### config.mk
export PLATFORM = sky130hd
export DESIGN_NAME = nv_nvdla_pdp_reg_multi_group
export DESIGN_NICKNAME = d
export VERILOG_FILES = /design/src/rtl/nv_nvdla_pdp_reg_multi_group.sv
export SDC_FILE = /design/constraint.sdc
export NUM_CORES = 1
export LEC_CHECK = 0
export BUFFER_PORTS_ARGS = -buffer_cell sky130_fd_sc_hd__buf_2
export CAP_MARGIN = 25
export CORE_MARGIN = 10
export CORE_UTILIZATION = 30
export DETAILED_ROUTE_END_ITERATION = 10
export SYNTH_ARGS = -nofsm -noshare
export SYNTH_HDL_FRONTEND = slang
export SYNTH_SLANG_ARGS = --single-unit
### constraint.sdc
create_clock -name nvdla_core_clk -period 1.9 [get_ports nvdla_core_clk]
set_input_delay 0.095 -clock nvdla_core_clk [delete_from_list [all_inputs] [get_ports nvdla_core_clk]]
set_output_delay 0.095 -clock nvdla_core_clk [all_outputs]
set_load 0.05 [all_outputs]
### src/rtl/nv_nvdla_pdp_reg_multi_group.sv
// PDP single-register block for NUM_GROUPS ping-pong register groups: producer pointer,
// per-group op_enable flags, saturating done-event counter and a combinational CSB read path.
module nv_nvdla_pdp_reg_multi_group #(
  parameter int NUM_GROUPS = 4,
  parameter int CNT_W      = 16,
  localparam int PTR_W     = $clog2(NUM_GROUPS)
) (
  input  logic                    nvdla_core_clk,
  input  logic                    nvdla_core_rst,
  input  logic [11:0]             reg_offset,
  input  logic [31:0]             reg_wr_data,
  input  logic                    reg_wr_en,
  output logic [31:0]             reg_rd_data,
  input  logic [PTR_W-1:0]        consumer,
  input  logic [2*NUM_GROUPS-1:0] status,
  input  logic                    op_done,
  output logic [PTR_W-1:0]        producer,
  output logic [NUM_GROUPS-1:0]   op_en
);

  localparam logic [11:0] ADDR_STATUS  = 12'h000;
  localparam logic [11:0] ADDR_POINTER = 12'h004;
  localparam logic [11:0] ADDR_OP_EN   = 12'h008;
  localparam logic [11:0] ADDR_EN_ALL  = 12'h00C;
  localparam logic [11:0] ADDR_DONE    = 12'h010;
  localparam logic [CNT_W-1:0] CNT_MAX = {CNT_W{1'b1}};

  logic [PTR_W-1:0]      producer_reg, producer_next;
  logic [NUM_GROUPS-1:0] op_en_reg, op_en_next;
  logic [CNT_W-1:0]      done_cnt_reg, done_cnt_next;

  logic wr_pointer, wr_op_en, wr_done;

  assign wr_pointer = reg_wr_en && (reg_offset == ADDR_POINTER);
  assign wr_op_en   = reg_wr_en && (reg_offset == ADDR_OP_EN);
  assign wr_done    = reg_wr_en && (reg_offset == ADDR_DONE);

  // Upper write bits are dropped so the pointer wraps modulo NUM_GROUPS.
  always_comb begin
    producer_next = producer_reg;
    if (wr_pointer) begin
      producer_next = reg_wr_data[PTR_W-1:0];
    end
  end

  // Per-group flag: op_done clears, software set applied last so it wins on a collision.
  genvar gi;
  generate
    for (gi = 0; gi < NUM_GROUPS; gi++) begin : g_op_en
      always_comb begin
        op_en_next[gi] = op_en_reg[gi];
        if (op_done && (consumer == PTR_W'(gi))) begin
          op_en_next[gi] = 1'b0;
        end
        if (wr_op_en && reg_wr_data[0] && (producer_reg == PTR_W'(gi))) begin
          op_en_next[gi] = 1'b1;
        end
      end
    end
  endgenerate

  // A clear coinciding with a done event leaves that event counted.
  always_comb begin
    done_cnt_next = done_cnt_reg;
    if (wr_done) begin
      done_cnt_next = op_done ? CNT_W'(1) : '0;
    end else if (op_done && (done_cnt_reg != CNT_MAX)) begin
      done_cnt_next = done_cnt_reg + CNT_W'(1);
    end
  end

  always_ff @(posedge nvdla_core_clk) begin
    if (nvdla_core_rst) begin
      producer_reg <= '0;
      op_en_reg    <= '0;
      done_cnt_reg <= '0;
    end else begin
      producer_reg <= producer_next;
      op_en_reg    <= op_en_next;
      done_cnt_reg <= done_cnt_next;
    end
  end

  always_comb begin
    reg_rd_data = '0;
    case (reg_offset)
      ADDR_STATUS:  reg_rd_data[2*NUM_GROUPS-1:0] = status;
      ADDR_POINTER: begin
        reg_rd_data[PTR_W-1:0]     = producer_reg;
        reg_rd_data[16+PTR_W-1:16] = consumer;
      end
      ADDR_OP_EN:   reg_rd_data[0] = op_en_reg[producer_reg];
      ADDR_EN_ALL:  reg_rd_data[NUM_GROUPS-1:0] = op_en_reg;
      ADDR_DONE:    reg_rd_data[CNT_W-1:0] = done_cnt_reg;
      default:      reg_rd_data = '0;
    endcase
  end

  assign producer = producer_reg;
  assign op_en    = op_en_reg;

endmodule

==> qor.txt <==
=====================================================================================
CTS clock-pin slew for the worst setup and hold paths                         0.08 ns
Register Area                                                                 442 um2
Final period utilization                                                        0.949
Area Growth Syn to Fin                                                          26.4%
Total of endpoints with negative setup slack in the final report                    0
Synthesized-area fraction occupied by ao, oa, aoi and oai cells                 0.172
Crit path capture type                                                    output port
FF-to-FF End                                                             done_cnt_reg[0]
Maximum vdd drop                                                             0.366 mV
Area of the mapped netlist                                                   1590 um2
WHS Endpoint                                                              producer[0]
Cell type group with the largest total delay on the critical path        simple AND/OR/NAND/NOR gates
Number of vias after detailed routing                                            1687
Post-synthesis sequential area ratio                                            0.277
Total overflow reported by the global router                                        0
Cell count of the worst reg-to-reg path                                             5
Mux cell area share after synthesis                                            0.0511
Setup Skew                                                                 0.00357 ns
Cell at the slowest stage of the critical path                           sky130_fd_sc_hd__or4_1
Number of flops mapped to enable cells by yosys                                     0
Total leakage power                                                          0.843 nW
Net switching component of the power                                         0.269 mW
Run status                                                               finished clean
Min-delay worst type                                                        in -> reg
Clk network pwr share                                                           0.351
Fraction of registers with async set or reset after synthesis                       0
Final standard cell utilization of the core                                     0.392
Number of nets in the finished design                                             323
Number of hold violations in the final report                                       0
Length of the first detailed-routing pass in iterations                             4
Cell depth of the worst min-delay path                                              2
Unrepaired setup endpoints after global routing                                    no
Effective utilization at floorplan                                              0.310
Combinational family with the most area after synthesis                  simple AND/OR/NAND/NOR gates
Fraction of layout instances using a drive strength above 1                     0.312
Largest stage delay on the critical path                                      0.54 ns
Number of distinct library cells after synthesis                                   55
Max-cap violations                                                                  0
Flip-flop count of the largest register, all copies and words added                16
Initial DRC count                                                                  63
Placeable Area                                                               5140 um2
Highest attainable clock frequency                                            554 MHz
Proportion of power drawn by combinational gates                                0.165
TritonCTS clock tree                                                            built
Flop-to-flop setup slack                                                      0.14 ns
Sequential group share of total power                                           0.483
Clock insertion delay at the later pin of the skew report                     0.26 ns
Clock Sink Count                                                                   22
Die Width                                                                     92.9 um
Global-route wire length before repair                                        7600 um
Final instance area                                                          2010 um2
WP data arrival                                                               1.71 ns
Synth Area per Inst                                                          7.89 um2
Worst path required time                                                      1.80 ns
Global Route Usage Sum                                                          0.103
Synth Area in Adders                                                          0.00786
DIE AREA                                                                     8620 um2
Estimated wirelength of the detail-placed design                              3750 um
Hold Buf Count CTS                                                                  0
Switching share of power                                                        0.279
Hold path start                                                          nvdla_core_rst
Number of levels the H-tree was split into                                          1
Number of buffer and inverter stages on the critical path                           3
Root buffer cell                                                         sky130_fd_sc_hd__clkbuf_8
Number of filler cells placed in the layout                                       582
Floorplan row count                                                                26
Antenna diode count                                                                 0
Max Slew Vio Count                                                                  0
Most frequent standard cell in the layout excluding fill and tap cells   sky130_fd_sc_hd__buf_2
Number of standard cells after synthesis                                          202
Number of nets with antenna violations after routing                                0
Main flop type after synthesis                                           sky130_fd_sc_hd__dfxtp_1
Xor and xnor fraction of the mapped netlist area                                    0
# port buffers                                                                     51
Detail-routed net length per standard cell                                    14.0 um
Critical Path Most Common Cell                                           sky130_fd_sc_hd__buf_4
Number of global-route vias before repair                                        1617
Total of flip-flops plus latches after synthesis                                   22
Max Fanout on Critical Path                                                        12
Number of antenna violations at the first check in global routing                   0
# DRC                                                                               0
Yosys warnings                                                                      0
Cell area power density                                                    479 nW/um2
Pin count of the biggest net entering global routing                               16
Placed Area                                                                  1950 um2
Largest buffer count on any clock path                                              2
CTS Buf Count                                                                       3
Ordered list of cells on the worst path                                  buf_2 -> or4_1 -> nor3_1 -> buf_4 -> a21boi_0 -> a32o_1 -> buf_4
Setup Crit Path Kind                                                        in -> out
Internal Power                                                               0.695 mW
Startpoint type of the worst setup path                                     input pin
Most frequent cells in the layout                                        sky130_fd_sc_hd__buf_2, sky130_fd_sc_hd__dfxtp_1, sky130_fd_sc_hd__nand3_1, sky130_fd_sc_hd__buf_4, sky130_fd_sc_hd__conb_1
Post CTS Setup Buffer Count                                                         0
Sum Neg Setup Slack                                                              0 ns
Source of the worst register-to-register timing path                     done_cnt_reg[0]
RePlAce Congestion                                                              0.811
Total area of multi-input combinational cells                                1040 um2
Min Tclk post-route                                                           1.80 ns
Ports placed on the boundary                                                       96
Area share of and/or/nand/nor cells after synthesis                             0.387
Sum of routed wire length over all layers                                     4650 um
Die height                                                                    92.9 um
DR vias/cell                                                                     5.07
=====================================================================================
metrics by stage:
step / instances / hold WS [ns] / setup slack, ns / total power [mW]
5_1_grt: 333 / 0.0534 / 0.00965 / 1.02
3_3_place_gp: 329 / 0.333 / 0.0347 / 0.634
3_5_place_dp: 329 / 0.340 / 0.0392 / 0.636
2_1_floorplan: 215 / 0.160 / -0.124 / 0.604
4_1_cts: 333 / 0.0535 / 0.0489 / 0.979
6_report: 333 / 0.0559 / 0.0961 / 0.964
routing by layer:
metal | track usage | wire length (um) | vias to the layer above
met3 | 0.0404 | 373 | 2
li1 | - | - | 858
met4 | 0.0116 | 13 | 0
met5 | 0 | 0 | -
met2 | 0.171 | 2140 | 49
met1 | 0.125 | 2120 | 778
logic make-up (layout without fill, tap and decap cells):
logic type      Yosys count  after routing
fa+ha+maj                 1              1
compound gates           43             43
simple gates            100            100
other cells               1             14
mux                       8              8
flops                    22             22
buf+inv                  27             75
cell usage after synthesis (2+ instances only):
library cell,n,area (um2)
sky130_fd_sc_hd__a21oi_1,12,60.1
sky130_fd_sc_hd__clkbuf_1,4,15.0
sky130_fd_sc_hd__nor4_1,3,18.8
sky130_fd_sc_hd__and3_1,7,43.8
sky130_fd_sc_hd__and2_1,7,43.8
sky130_fd_sc_hd__o21ai_0,10,50.1
sky130_fd_sc_hd__nor4_2,2,25.0
sky130_fd_sc_hd__nor2_1,11,41.3
sky130_fd_sc_hd__o31ai_1,4,30.0
sky130_fd_sc_hd__buf_4,14,105
sky130_fd_sc_hd__a211oi_1,2,15.0
sky130_fd_sc_hd__or4_1,4,30.0
sky130_fd_sc_hd__nor3_1,5,25.0
sky130_fd_sc_hd__mux2i_1,7,70.1
sky130_fd_sc_hd__or3_1,7,43.8
sky130_fd_sc_hd__a31oi_1,2,12.5
sky130_fd_sc_hd__nand4_1,8,50.1
sky130_fd_sc_hd__nor2b_1,2,12.5
sky130_fd_sc_hd__nand4b_1,2,17.5
sky130_fd_sc_hd__inv_1,5,18.8
sky130_fd_sc_hd__o211ai_1,3,22.5
sky130_fd_sc_hd__nand3_1,16,80.1
sky130_fd_sc_hd__dfxtp_1,22,440
sky130_fd_sc_hd__nand2_1,12,45.0
power groups by stage:
stage               sequential (mW)  combinational (mW)  clock [mW]
finish                        0.466               0.159       0.339
global route                  0.467               0.172       0.378
CTS                           0.466               0.159       0.354
detailed placement            0.477               0.159           0
global placement              0.477               0.158           0
floorplan                     0.478               0.127           0
how the worst max path moves through the flow:
stage	slack [ns]	depth (start not counted)	start	end
after floorplan	-0.12	5	reg_offset[1]	reg_rd_data[4]
after global placement	0.03	7	reg_offset[1]	done_cnt_reg[14]
final	0.1	7	reg_offset[1]	reg_rd_data[0]
after global routing	0.01	8	reg_offset[1]	reg_rd_data[3]
after CTS	0.05	7	reg_offset[1]	reg_rd_data[0]
after detailed placement	0.04	7	reg_offset[1]	done_cnt_reg[15]
cell type report:
cell class                      instances  share of cell area
Clock buffer                            4              0.0273
Sequential cell                        22               0.219
Inverter                                5             0.00932
Timing Repair Buffer                   66               0.185
Multi-Input combinational cell        166               0.515
Tap cell                               70              0.0435
repair_timing:
action,in CTS,in global routing
endpoints found under the setup margin,0,2
hold endpoints to repair,0,0
resized for setup,0,3
Power figures use the tool's default switching activity.
